`config.mk`:
```
export PLATFORM = sky130hd
export DESIGN_NAME = filter_job_ctrl
export DESIGN_NICKNAME = d
export VERILOG_FILES = /design/src/rtl/filter_job_ctrl.sv
export SDC_FILE = /design/constraint.sdc
export NUM_CORES = 1
export LEC_CHECK = 0
export BUFFER_PORTS_ARGS = -buffer_cell sky130_fd_sc_hd__buf_4
export CELL_PAD_IN_SITES_DETAIL_PLACEMENT = 1
export CELL_PAD_IN_SITES_GLOBAL_PLACEMENT = 2
export CORE_MARGIN = 1
export CORE_UTILIZATION = 24
export CTS_CLUSTER_SIZE = 40
export DETAILED_ROUTE_END_ITERATION = 8
export PLACE_DENSITY = 0.79
export SLEW_MARGIN = 5
export SYNTH_ARGS = -nofsm -noshare
export SYNTH_HDL_FRONTEND = slang
export SYNTH_SLANG_ARGS = --single-unit
```
`constraint.sdc`:
```
create_clock -name clk -period 2.69 [get_ports clk]
set_input_delay 0.269 -clock clk [delete_from_list [all_inputs] [get_ports clk]]
set_output_delay 0.269 -clock clk [all_outputs]
set_load 0.05 [all_outputs]
```
`src/rtl/filter_job_ctrl.sv`:
```
// -----------------------------------------------------------------------------
// filter_job_ctrl
//
// Per-job sequencer for the 3x3 filter engine. A job (pixel count) is accepted
// first. The controller then takes one 9-tap coefficient bundle from the
// coefficient collector and latches it. It forwards exactly pixel_count pixel
// windows to the MAC stage through a single output register stage, and every
// beat carries the latched coefficients. A done token with the beat total ends
// the job.
//
// Optional build macro: FILTER_JOB_CTRL_STALL_CNT_EN
//   When defined, a saturating 32-bit counter records the cycles in which a MAC
//   beat was held back by mac_ready. Its value is shown on done_stalls while the
//   done token is pending. When undefined, done_stalls is tied to zero and no
//   counter is built.
//
// Ports:
//   clk, rst            clock, synchronous active-high reset
//   job_valid/ready     job request handshake, job_pixel_count = pixels in job
//   coeffs_valid/ready  coefficient bundle handshake, coeffs_data = TAPS signed
//                       coefficients, tap i at [i*COEFF_W +: COEFF_W]
//   win_valid/ready     pixel window handshake, win_data = TAPS unsigned pixels
//   mac_valid/ready     MAC beat handshake; mac_window, mac_coeffs, mac_last
//                       are registered and held stable while mac_valid is high
//   done_valid/ready    job completion handshake; done_count = beats delivered,
//                       done_stalls = backpressure cycles (optional feature)
// -----------------------------------------------------------------------------
module filter_job_ctrl #(
    parameter int CNT_W   = 16,
    parameter int PIX_W   = 8,
    parameter int COEFF_W = 9,
    parameter int TAPS    = 9
) (
    input  logic                     clk,
    input  logic                     rst,
    input  logic                     job_valid,
    output logic                     job_ready,
    input  logic [CNT_W-1:0]         job_pixel_count,
    input  logic                     coeffs_valid,
    output logic                     coeffs_ready,
    input  logic [TAPS*COEFF_W-1:0]  coeffs_data,
    input  logic                     win_valid,
    output logic                     win_ready,
    input  logic [TAPS*PIX_W-1:0]    win_data,
    output logic                     mac_valid,
    input  logic                     mac_ready,
    output logic [TAPS*PIX_W-1:0]    mac_window,
    output logic [TAPS*COEFF_W-1:0]  mac_coeffs,
    output logic                     mac_last,
    output logic                     done_valid,
    input  logic                     done_ready,
    output logic [CNT_W-1:0]         done_count,
    output logic [31:0]              done_stalls
);

    localparam logic [CNT_W-1:0] CNT_ZERO = {CNT_W{1'b0}};
    localparam logic [CNT_W-1:0] CNT_ONE  = {{(CNT_W-1){1'b0}}, 1'b1};

    typedef enum logic [1:0] {
        ST_IDLE  = 2'd0,
        ST_COEFF = 2'd1,
        ST_RUN   = 2'd2,
        ST_DONE  = 2'd3
    } state_t;

    state_t                    state_r;
    state_t                    state_nxt_s;

    logic [CNT_W-1:0]          remaining_r;
    logic [CNT_W-1:0]          done_count_r;
    logic                      mac_valid_r;
    logic                      mac_last_r;
    logic [TAPS*PIX_W-1:0]     mac_window_r;
    logic [TAPS*COEFF_W-1:0]   mac_coeffs_r;

    logic                      job_ready_s;
    logic                      coeffs_ready_s;
    logic                      win_ready_s;
    logic                      done_valid_s;

    logic                      job_xfer_s;
    logic                      coeff_xfer_s;
    logic                      win_xfer_s;
    logic                      mac_xfer_s;

    // Next-state decode and per-state ready/valid generation.
    always_comb begin
        state_nxt_s    = state_r;
        job_ready_s    = 1'b0;
        coeffs_ready_s = 1'b0;
        win_ready_s    = 1'b0;
        done_valid_s   = 1'b0;
        case (state_r)
            ST_IDLE: begin
                job_ready_s = 1'b1;
                if (job_valid) begin
                    // Zero-length jobs still pass through COEFF so the bundle is drained.
                    state_nxt_s = ST_COEFF;
                end else begin
                    state_nxt_s = ST_IDLE;
                end
            end
            ST_COEFF: begin
                coeffs_ready_s = 1'b1;
                if (coeffs_valid) begin
                    if (remaining_r == CNT_ZERO) begin
                        state_nxt_s = ST_DONE;
                    end else begin
                        state_nxt_s = ST_RUN;
                    end
                end else begin
                    state_nxt_s = ST_COEFF;
                end
            end
            ST_RUN: begin
                // A window may be loaded when beats remain and the output
                // register is empty or being emptied this cycle.
                win_ready_s = (remaining_r != CNT_ZERO) && (!mac_valid_r || mac_ready);
                if (mac_valid_r && mac_ready && mac_last_r) begin
                    state_nxt_s = ST_DONE;
                end else begin
                    state_nxt_s = ST_RUN;
                end
            end
            ST_DONE: begin
                done_valid_s = 1'b1;
                if (done_ready) begin
                    state_nxt_s = ST_IDLE;
                end else begin
                    state_nxt_s = ST_DONE;
                end
            end
            default: begin
                state_nxt_s = ST_IDLE;
            end
        endcase
    end

    assign job_xfer_s   = job_valid    && job_ready_s;
    assign coeff_xfer_s = coeffs_valid && coeffs_ready_s;
    assign win_xfer_s   = win_valid    && win_ready_s;
    assign mac_xfer_s   = mac_valid_r  && mac_ready;

    // State register.
    always_ff @(posedge clk) begin
        if (rst) begin
            state_r <= ST_IDLE;
        end else begin
            state_r <= state_nxt_s;
        end
    end

    // Job counters: remaining beats to forward and beats delivered so far.
    always_ff @(posedge clk) begin
        if (rst) begin
            remaining_r  <= CNT_ZERO;
            done_count_r <= CNT_ZERO;
        end else if (job_xfer_s) begin
            remaining_r  <= job_pixel_count;
            done_count_r <= CNT_ZERO;
        end else if (win_xfer_s) begin
            // win_ready is only high when remaining is non-zero, so no underflow.
            remaining_r  <= remaining_r - CNT_ONE;
            done_count_r <= done_count_r + CNT_ONE;
        end else begin
            remaining_r  <= remaining_r;
            done_count_r <= done_count_r;
        end
    end

    // Coefficient latch, loaded only by the bundle transfer in COEFF.
    always_ff @(posedge clk) begin
        if (rst) begin
            mac_coeffs_r <= {(TAPS*COEFF_W){1'b0}};
        end else if (coeff_xfer_s) begin
            mac_coeffs_r <= coeffs_data;
        end else begin
            mac_coeffs_r <= mac_coeffs_r;
        end
    end

    // Output register stage: a load and an accept in the same cycle keep
    // mac_valid high, giving one beat per cycle.
    always_ff @(posedge clk) begin
        if (rst) begin
            mac_valid_r  <= 1'b0;
            mac_last_r   <= 1'b0;
            mac_window_r <= {(TAPS*PIX_W){1'b0}};
        end else if (win_xfer_s) begin
            mac_valid_r  <= 1'b1;
            mac_last_r   <= (remaining_r == CNT_ONE);
            mac_window_r <= win_data;
        end else if (mac_xfer_s) begin
            mac_valid_r  <= 1'b0;
            mac_last_r   <= 1'b0;
            mac_window_r <= mac_window_r;
        end else begin
            mac_valid_r  <= mac_valid_r;
            mac_last_r   <= mac_last_r;
            mac_window_r <= mac_window_r;
        end
    end

`ifdef FILTER_JOB_CTRL_STALL_CNT_EN
    logic [31:0] stall_cnt_r;

    // Saturating count of RUN cycles where a pending beat is refused by the MAC.
    always_ff @(posedge clk) begin
        if (rst) begin
            stall_cnt_r <= 32'd0;
        end else if (job_xfer_s) begin
            stall_cnt_r <= 32'd0;
        end else if ((state_r == ST_RUN) && mac_valid_r && !mac_ready &&
                     (stall_cnt_r != 32'hFFFF_FFFF)) begin
            stall_cnt_r <= stall_cnt_r + 32'd1;
        end else begin
            stall_cnt_r <= stall_cnt_r;
        end
    end

    assign done_stalls = (state_r == ST_DONE) ? stall_cnt_r : 32'd0;
`else
    assign done_stalls = 32'd0;
`endif

    assign job_ready    = job_ready_s;
    assign coeffs_ready = coeffs_ready_s;
    assign win_ready    = win_ready_s;
    assign done_valid   = done_valid_s;
    assign mac_valid    = mac_valid_r;
    assign mac_last     = mac_last_r;
    assign mac_window   = mac_window_r;
    assign mac_coeffs   = mac_coeffs_r;
    assign done_count   = done_count_r;

endmodule

```
==> run summary, run 1 <==
post-synthesis cell count: 945
Die Width: 179 um
Overall Global Routing Usage: 0.156
Hold/Removal Path Class: in2reg
first-pass GRT wire length: 38.9 mm
Max stage delay cell, worst path: dfxtp_1
Final Max Tran Viols: 0
Routability Congestion: 0.787
Final Cycle Share: 0.901
CTS tree: done
Resized cells post-CTS: 0
core box area: 0.0307 mm^2
HPWL after detailed placement: 18.8 mm
Layout Area Growth over Synthesis: 46.9%
Fmax: 413 MHz
CP Max Fanout: 9
measured slew at the worst slew-check pin: 688 ps
# DRC: 0
DR iter-0 viols: 256
VDD IR max: 0.375 mV
PD cells: 623 mW/mm^2
clock sinks: 189
final setup vio count: 0
vias per cell: 4.45
Remaining Overflow, GRT: 0
synth unique cells: 48
Die Area: 0.0319 mm^2
Most used DFF post-synth: dfxtp_1
CTS H-Tree Depth: 4
PortBufs: 350
crit start category: flop
Via Count: 7449
Boundary Pins: 383
Buffers & Inverters on Critical Path: 2
placed insts: 1641
Max transition margin: 0.536
Clock transition at path regs: 80 ps
Num CTS Buffers: 17
Routed wire per std cell: 15.5 um
share of post-route cells with drive strength above 1: 0.321
Critical Path Sink Type: output pin
crit path time final: 2420 ps
sequential area share after synthesis: 0.505
CP Data Required Time: 2420 ps
RSZ-0062 raised after global routing: false
Pwr Total: 0.00686 W
total number of yosys warnings: 0
Std-Cell Rows: 64
DRT Wirelength: 25.9 mm
Leak Pwr: 4.52 nW
async set-reset flop share out of synthesis: 0
status: complete, no violations
vias in the first global route: 7171
Setup Skew: 10.4 ps
CTS Hold Bufs: 0
antenna violations before repair: 3
First-pass DRT Iterations: 4
die height: 179 um
Avg Cell Area, Syn: 7.93 um^2
max_cap viols: 0
Finished Layout Cells: 1675
post-CTS setup repair buffer count: 0
ANT nets after route: 0
Top delay family on crit path: simple AND/OR/NAND/NOR gates
EDFF count, synth: 0
Clk Latency, worst-skew pair: 440 ps
Min Hold Slack: 62.8 ps
largest net degree at the start of global routing: 82
Layout Nets: 1444
Initial Util: 0.244
CTS Root Cell: clkbuf_16
post-route setup TNS: 0 ps
CP cell instances: inv_1 > ha_1 > nor3b_1 > nand4_2 > and4b_1 > buf_4
register bit total from synthesis: 189
classification of the worst setup path: reg2out
Final Hold Fails: 0
Netlist Area Pre-Place: 0.00749 mm^2
crit path DAT: 2150 ps
CP peak stage delay: 370 ps
clock buffer depth: 2
==> layout by cell type, fill, tap and decap left out, types with 3 or more instances in the layout <==
| master | Yosys | layout |
|---|---|---|
| a311o_1 | 4 | 4 |
| xnor2_1 | 16 | 16 |
| nand3_1 | 15 | 15 |
| xor2_1 | 3 | 3 |
| inv_1 | 11 | 11 |
| nor2_1 | 35 | 35 |
| dfxtp_1 | 189 | 189 |
| and4_1 | 4 | 4 |
| clkinv_4 | 0 | 4 |
| nor4_2 | 3 | 3 |
| nor4b_1 | 3 | 3 |
| inv_8 | 0 | 3 |
| o21ai_0 | 5 | 5 |
| conb_1 | 1 | 32 |
| buf_12 | 0 | 4 |
| clkbuf_16 | 0 | 17 |
| bufinv_16 | 0 | 3 |
| inv_6 | 0 | 3 |
| nor3_1 | 7 | 7 |
| nand2_1 | 323 | 321 |
| ha_1 | 4 | 4 |
| a21oi_1 | 168 | 168 |
| nor4_1 | 11 | 11 |
| a211oi_1 | 7 | 7 |
| nand4_1 | 4 | 4 |
| buf_4 | 35 | 362 |
==> state kept, by name, indices dropped and copies added (netlist names) <==
register,cells
mac_window,72
remaining_r,16
mac_last,1
state_r,2
mac_coeffs,81
mac_valid,1
done_count,16
==> power breakdown <==
group          leakage, nW  switching (W)  total (W)  internal [W]
Sequential            1.53      0.0000839    0.00298       0.00290
Clock                0.300        0.00124    0.00274       0.00150
Combinational         2.69       0.000737    0.00114      0.000407
Total                 4.52        0.00206    0.00686       0.00480
==> tightest hold or removal path, cell delays in order <==
cell	delay (ps)
buf_4	110
nand2_1	40
a21oi_1	50
==> worst paths after layout <==
path                   from        endpoint  slack [ps]  depth (start not counted)
max          remaining_r[0]       win_ready         270                          6
min            win_data[11]  mac_window[11]          60                          3
max reg2reg  remaining_r[0]  mac_window[66]         430                          9
min reg2reg  mac_window[56]  mac_window[56]         460                          2
==> through the flow <==
step / util / setup WS [ps] / instance area [um^2]
floorplan: - / 465 / 7610
global placement: 0.338 / 489 / 10400
detailed placement: 0.338 / 419 / 10400
CTS: 0.359 / 226 / 11000
global route: 0.359 / 116 / 11000
finish: 0.359 / 267 / 11000
==> synthesized netlist by cell type (all sizes together), types with 2 or more instances <==
| cell type | count | area share |
|---|---|---|
| nand2 | 323 | 0.16 |
| a211oi | 7 | 0.0070 |
| a311o | 4 | 0.0053 |
| nor2 | 36 | 0.018 |
| and4 | 4 | 0.0047 |
| xnor2 | 16 | 0.019 |
| buf | 54 | 0.050 |
| o21bai | 2 | 0.0020 |
| xor2 | 3 | 0.0035 |
| a31oi | 2 | 0.0017 |
| and4b | 2 | 0.0027 |
| nor4b | 4 | 0.0055 |
| o21a | 2 | 0.0020 |
| and2 | 3 | 0.0025 |
| nor4 | 15 | 0.017 |
| dfxtp | 189 | 0.51 |
| nand4 | 5 | 0.0050 |
| ha | 4 | 0.0067 |
| a311oi | 2 | 0.0023 |
| nor3 | 7 | 0.0047 |
| nor3b | 2 | 0.0020 |
| a21oi | 168 | 0.11 |
| nand3 | 15 | 0.010 |
| or3 | 2 | 0.0017 |
| o21ai | 5 | 0.0033 |
| nand4b | 2 | 0.0032 |
| nand2b | 2 | 0.0017 |
| clkbuf | 43 | 0.022 |
| inv | 11 | 0.0055 |
==> metal layers <==
layer	up-vias	share of wire	global-route usage
met2	264	0.46	0.257
met1	3466	0.42	0.182
met5	-	0.00073	0
met4	4	0.012	0.0459
li1	3695	-	-
met3	20	0.10	0.0666
==> layout make-up <==
class,count,area (um^2)
fillers,3774,19700
flip-flops and latches,189,3780
multi-input cells,679,3250
repair buffers,366,2800
well taps,396,495
clock buffers,17,425
clock inverters,15,200
inverters,11,41.3
diodes,2,5.00
==> kinds of logic after synthesis <==
group	share of synthesized area
AND/OR/NAND/NOR	0.244
AO/OA/AOI/OAI	0.142
flip-flops	0.505
buffers and inverters	0.0773
XOR/XNOR	0.0222
adder cells (fa/ha/maj)	0.00668
multiplexers	0.00284
other	0.000501
(Power assumes the default switching activity.)
==> run 2, diff against run 1 <==
--- a/config.mk
+++ b/config.mk
@@ -9,10 +9,10 @@
 export CELL_PAD_IN_SITES_DETAIL_PLACEMENT = 1
 export CELL_PAD_IN_SITES_GLOBAL_PLACEMENT = 2
 export CORE_MARGIN = 1
-export CORE_UTILIZATION = 24
+export CORE_UTILIZATION = 22
 export CTS_CLUSTER_SIZE = 40
 export DETAILED_ROUTE_END_ITERATION = 8
-export PLACE_DENSITY = 0.79
+export PLACE_DENSITY = 0.76
 export SLEW_MARGIN = 5
 export SYNTH_ARGS = -nofsm -noshare
 export SYNTH_HDL_FRONTEND = slang
==> constraint.sdc (replaced) <==
create_clock -name clk -period 2.2 [get_ports clk]
set_input_delay 0.22 -clock clk [delete_from_list [all_inputs] [get_ports clk]]
set_output_delay 0.22 -clock clk [all_outputs]
set_load 0.05 [all_outputs]
==> run 2 against run 1 <==
Effect of this change:
- clock power is 16% higher
- first-iteration DRC count is 18% lower
- setup slack worse by 170 ps
- global-route usage is 0.68 points higher
- power is 23% higher
- sequential share of layout area is 3.6 points lower
- hold slack worse by 30 ps
- clock skew is 2.1 ps higher
- critical path type unchanged
- critical endpoint unchanged
- largest cell class is now buffers
- highest routed layer unchanged
==> run summary, run 2 (same netlist as run 1, synthesis figures left out) <==
status: complete, no violations
area of the multi-input gates: 0.00329 mm^2
Leak Pwr: 5.06 nW
crit path DAT: 1880 ps
Setup Skew: 12.5 ps
R2R setup slack: 160 ps
PortBufs: 350
RSZ-0062 raised after global routing: true
CTS Root Cell: clkbuf_16
Num CTS Buffers: 17
Clk Latency, worst-skew pair: 450 ps
R2R depth: 9
crit start category: flop
Final Cycle Share: 0.955
CTS H-Tree Depth: 4
largest net degree at the start of global routing: 84
ANT nets after route: 0
# DRC: 0
Clock transition at path regs: 80 ps
Layout Area Growth over Synthesis: 64.1%
Met3 Wirelength: 2.17 mm
crit path time final: 2100 ps
vias per cell: 4.32
post-route setup TNS: 0 ps
DR top layer: met5
die height: 187 um
CTS tree: done
worst reg2reg startpoint: remaining_r[0]
Die Width: 187 um
final worst setup slack: 99.1 ps
CP Data Required Time: 1980 ps
final setup vio count: 0
vias in the first global route: 8411
core box area: 0.0335 mm^2
measured slew at the worst slew-check pin: 505 ps
Boundary Pins: 383
Fmax: 476 MHz
DR iter-0 viols: 211
Filler cells: 4010
Overall Global Routing Usage: 0.163
Remaining Overflow, GRT: 0
register area: 0.00379 mm^2
Critical Path Sink Type: output pin
pre-CTS setup slack: 109 ps
DRT Wirelength: 28.3 mm
Die Area: 0.0348 mm^2
Std-Cell Rows: 67
met2 WL post-DR: 13.3 mm
Ant. Diodes: 0
Final Max Tran Viols: 0
Max transition margin: 0.662
CP Max Fanout: 5
Via Count: 7970
classification of the worst setup path: reg2out
Hold/Removal Path Class: in2reg
Layout Nets: 1564
most frequent cells in the layout: 366 x buf_4, 321 x nand2_1, 187 x dfxtp_1, 168 x a21oi_1, 109 x dlygate4sd3_1
Routability Congestion: 0.801
Routed wire per std cell: 15.3 um
crit path from: remaining_r[12]
Worst setup endpoint: win_ready
clock buffer depth: 2
max FFs per register: 81
share of post-route cells with drive strength above 1: 0.306
clock sinks: 189
most common cell after layout, fill and taps aside: buf_4
HPWL after detailed placement: 19.7 mm
first-pass GRT wire length: 45.0 mm
VDD IR max: 0.519 mV
First-pass DRT Iterations: 4
PD cells: 688 mW/mm^2
WL met1: 12.4 mm
max_cap viols: 0
Final Hold Fails: 0
antenna violations before repair: 1
end of the worst register-to-register path: mac_window[37]
Initial Util: 0.223
## run 2: repair_timing
item / 4_1_cts / 5_1_grt
endpoints found under the hold margin: 109 / 0
hold buffers: 109 / 0
buffers inserted: 1 / 1
pin swaps: 1 / 1
setup endpoints to repair: 1 / 8
resized for setup: 6 / 5
## run 2: worst max-delay path, cell delays in order (launching register included)
cell,delay [ps]
dfxtp_1,380
nor4_4,390
nand4_2,170
buf_6,160
and4b_1,180
buf_6,150
## run 2: per-stage QoR
stage	instances	power (W)	utilization	instance area, um^2	hold WS, ps
final	1845	0.00846	0.367	12300	32.6
after CTS	1844	0.00861	0.366	12300	0.0676
after detailed placement	1702	0.00518	0.315	10600	447
after global routing	1845	0.00885	0.367	12300	8.49
after global placement	1702	0.00516	0.315	10600	443
after floorplan	976	0.00462	-	7610	356
## run 2: worst min-delay path by stage
stage / from / endpoint / slack (ps) / depth (start not counted)
2_1_floorplan: win_data[0] / mac_window[0] / 360 / 2
3_3_place_gp: mac_coeffs[34] / mac_coeffs[34] / 440 / 2
3_5_place_dp: mac_window[22] / mac_window[22] / 450 / 2
4_1_cts: win_data[59] / mac_window[59] / 0.07 / 3
5_1_grt: coeffs_data[5] / mac_coeffs[5] / 8 / 3
6_report: win_data[4] / mac_window[4] / 30 / 3
## run 2: final cells by class
type                            count  share of cell area
Clock inverter                     13              0.0109
Clock buffer                       19              0.0368
Multi-Input combinational cell    679               0.267
Sequential cell                   189               0.308
Timing Repair Buffer              486               0.328
Inverter                           11             0.00336
Tap cell                          448              0.0456
## run 2: power by group
| part | leakage (nW) | switching [W] | internal, W |
|---|---|---|---|
| clock | 0.298 | 0.00143 | 0.00174 |
| combinational | 3.23 | 0.000961 | 0.000668 |
| sequential | 1.53 | 0.000111 | 0.00354 |
## run 2: routing by layer
layer / global-route usage / up-vias
li1: - / 3925
met1: 0.192 / 3734
met2: 0.273 / 280
met3: 0.0557 / 29
met4: 0.0564 / 2
met5: 0 / -
==> run 3, diff against run 2 <==
--- a/config.mk
+++ b/config.mk
@@ -5,14 +5,16 @@
 export SDC_FILE = /design/constraint.sdc
 export NUM_CORES = 1
 export LEC_CHECK = 0
+export ABC_AREA = 1
 export BUFFER_PORTS_ARGS = -buffer_cell sky130_fd_sc_hd__buf_4
 export CELL_PAD_IN_SITES_DETAIL_PLACEMENT = 1
 export CELL_PAD_IN_SITES_GLOBAL_PLACEMENT = 2
+export CORE_ASPECT_RATIO = 0.5
 export CORE_MARGIN = 1
-export CORE_UTILIZATION = 22
+export CORE_UTILIZATION = 21
 export CTS_CLUSTER_SIZE = 40
 export DETAILED_ROUTE_END_ITERATION = 8
-export PLACE_DENSITY = 0.76
+export PLACE_DENSITY_LB_ADDON = 0.1
 export SLEW_MARGIN = 5
 export SYNTH_ARGS = -nofsm -noshare
 export SYNTH_HDL_FRONTEND = slang
==> run 3 against run 2 <==
Effect of this change:
- final cell count rose by 1.1%
- clock power rose by 1%
- clock skew rose by 5.4 ps
- non-clock buffer count fell by 122
- setup slack improved by 170 ps
- die area rose by 8.4%
- area after synthesis rose by 3.5%
- critical path depth rose by 3
- largest cell class is now flip-flops and latches
==> run summary, run 3 <==
RSZ-0062 raised after global routing: false
# DRC: 0
post-synthesis cell count: 1047
most frequent cells in the layout: 388 x nand2_1, 356 x buf_4, 189 x dfxtp_1, 170 x a21oi_1, 69 x nor2_1
DRT Wirelength: 29.4 mm
Hold/Removal Path Class: in2reg
first-pass GRT wire length: 43.4 mm
Netlist Area Pre-Place: 0.00775 mm^2
Most used DFF post-synth: dfxtp_1
crit start category: flop
Routed wire per std cell: 15.8 um
Switching Share: 0.320
die height: 138 um
final setup vio count: 0
Clk Latency, worst-skew pair: 450 ps
HPWL after detailed placement: 21.0 mm
total number of yosys warnings: 0
CP Max Fanout: 5
Leak Pwr: 4.74 nW
Clock transition at path regs: 80 ps
First-pass DRT Iterations: 4
Overall Global Routing Usage: 0.149
Boundary Pins: 383
EDFF count, synth: 0
CP Data Required Time: 1980 ps
Layout Area Growth over Synthesis: 45.6%
DR iter-0 viols: 266
Num CTS Buffers: 17
clock buffer depth: 2
clock power share: 0.382
Sequential Power Share: 0.433
crit path time final: 1930 ps
R2R depth: 11
post-route setup TNS: 0 ps
largest net degree at the start of global routing: 158
ANT nets after route: 0
Psw: 0.00270 W
vias per cell: 4.12
Comb power frac: 0.186
CTS H-Tree Depth: 4
Max transition margin: 0.385
Setup Skew: 17.9 ps
CTS tree: done
Remaining Overflow, GRT: 0
classification of the worst setup path: reg2out
vias in the first global route: 7682
placed cell areas: 0.0107 mm^2
max_cap viols: 0
pre-CTS setup slack: 361 ps
Std-Cell Rows: 49
CTS Root Cell: clkbuf_16
async set-reset flop share out of synthesis: 0
Final Cycle Share: 0.876
Fmax: 519 MHz
worst hold stages: 3
clock sinks: 189
Die Width: 274 um
final worst setup slack: 274 ps
antenna violations before repair: 0
dominant cells by area after synthesis: dfxtp_1 49%, nand2_1 19%, a21oi_1 11%
PortBufs: 350
status: complete, no violations
share of post-route cells with drive strength above 1: 0.299
synth unique cells: 29
Avg Cell Area, Syn: 7.40 um^2
Initial Util: 0.215
Commonest cells post-synth: 389 x nand2_1, 189 x dfxtp_1, 170 x a21oi_1
VDD IR max: 0.455 mV
Final Cell Area: 0.0113 mm^2
P_int: 0.00573 W
Final Max Tran Viols: 0
crit path DAT: 1710 ps
register bit total from synthesis: 189
Ant. Diodes: 0
max FFs per register: 81
measured slew at the worst slew-check pin: 923 ps
most common cell in the netlist: nand2_1
Die Area: 0.0377 mm^2
Critical Path Sink Type: output pin
Resized cells post-CTS: 0
Final Hold Fails: 0
Via Count: 7684
Routability Congestion: 0.756
most common cell after layout, fill and taps aside: nand2_1
area leader, netlist: dfxtp_1
Layout Nets: 1549
PD cells: 746 mW/mm^2
sequential area share after synthesis: 0.488
core box area: 0.0361 mm^2
Finished Core Util: 0.312
share of the synthesized area in the top cell type: 0.488
-- run 3: critical path, cell delays in order (launching register included) --
cell     delay, ps
dfxtp_1        320
inv_1          130
ha_1           170
nand2_1         50
nor2_1         120
nand2_2        100
nand2_2        110
inv_1           70
buf_4          190
-- run 3: final timing paths --
path | from | endpoint | slack [ps]
setup / recovery | remaining_r[0] | win_ready | 270
hold / removal | win_data[10] | mac_window[10] | 30
setup reg to reg | remaining_r[0] | remaining_r[12] | 410
hold reg to reg | mac_coeffs[65] | mac_coeffs[65] | 470
-- run 3: per-layer routing --
layer | GRT usage | up-vias | part of all wire
met5 | 0 | - | 0
met4 | 0.0354 | 0 | 0.0080
met3 | 0.0303 | 13 | 0.033
met2 | 0.287 | 116 | 0.56
met1 | 0.168 | 3652 | 0.40
li1 | - | 3903 | -
-- run 3: kinds of logic after synthesis --
family                   count (synthesis)  share of synthesized area
AO/OA/AOI/OAI                          198                      0.130
buffers and inverters                  130                     0.0958
other                                    1                   0.000484
adder cells (fa/ha/maj)                  4                    0.00646
XOR/XNOR                                12                     0.0136
flip-flops                             189                      0.488
AND/OR/NAND/NOR                        513                      0.265
-- run 3: final cells by class --
type                            instances  area, um^2
Timing Repair Buffer                  364        2800
Tap cell                              484         606
Multi-Input combinational cell        759        3350
Fill cell                            4410       24800
Clock inverter                         14         153
Clock buffer                           18         439
Sequential cell                       189        3780
Inverter                               38         143
-- run 3: timing repair --
item                                    CTS  global route
hold buffers                              3             0
setup buffers                             0             0
endpoints found under the setup margin    0             0
hold endpoints to repair                  3             0
-- run 3: power groups by stage --
stage	clock (W)	combinational, W	sequential [W]
6_report	0.00321	0.00156	0.00364
5_1_grt	0.00350	0.00170	0.00366
4_1_cts	0.00337	0.00159	0.00364
3_5_place_dp	0	0.00158	0.00372
3_3_place_gp	0	0.00157	0.00372
2_1_floorplan	0	0.000717	0.00403
-- run 3: per-stage QoR --
stage	instances	hold WS (ps)	power [W]
after CTS	1866	1.80	0.00861
after detailed placement	1831	456	0.00531
after global placement	1831	453	0.00529
after global routing	1866	3.71	0.00886
after floorplan	1078	358	0.00474
final	1866	27.1	0.00842
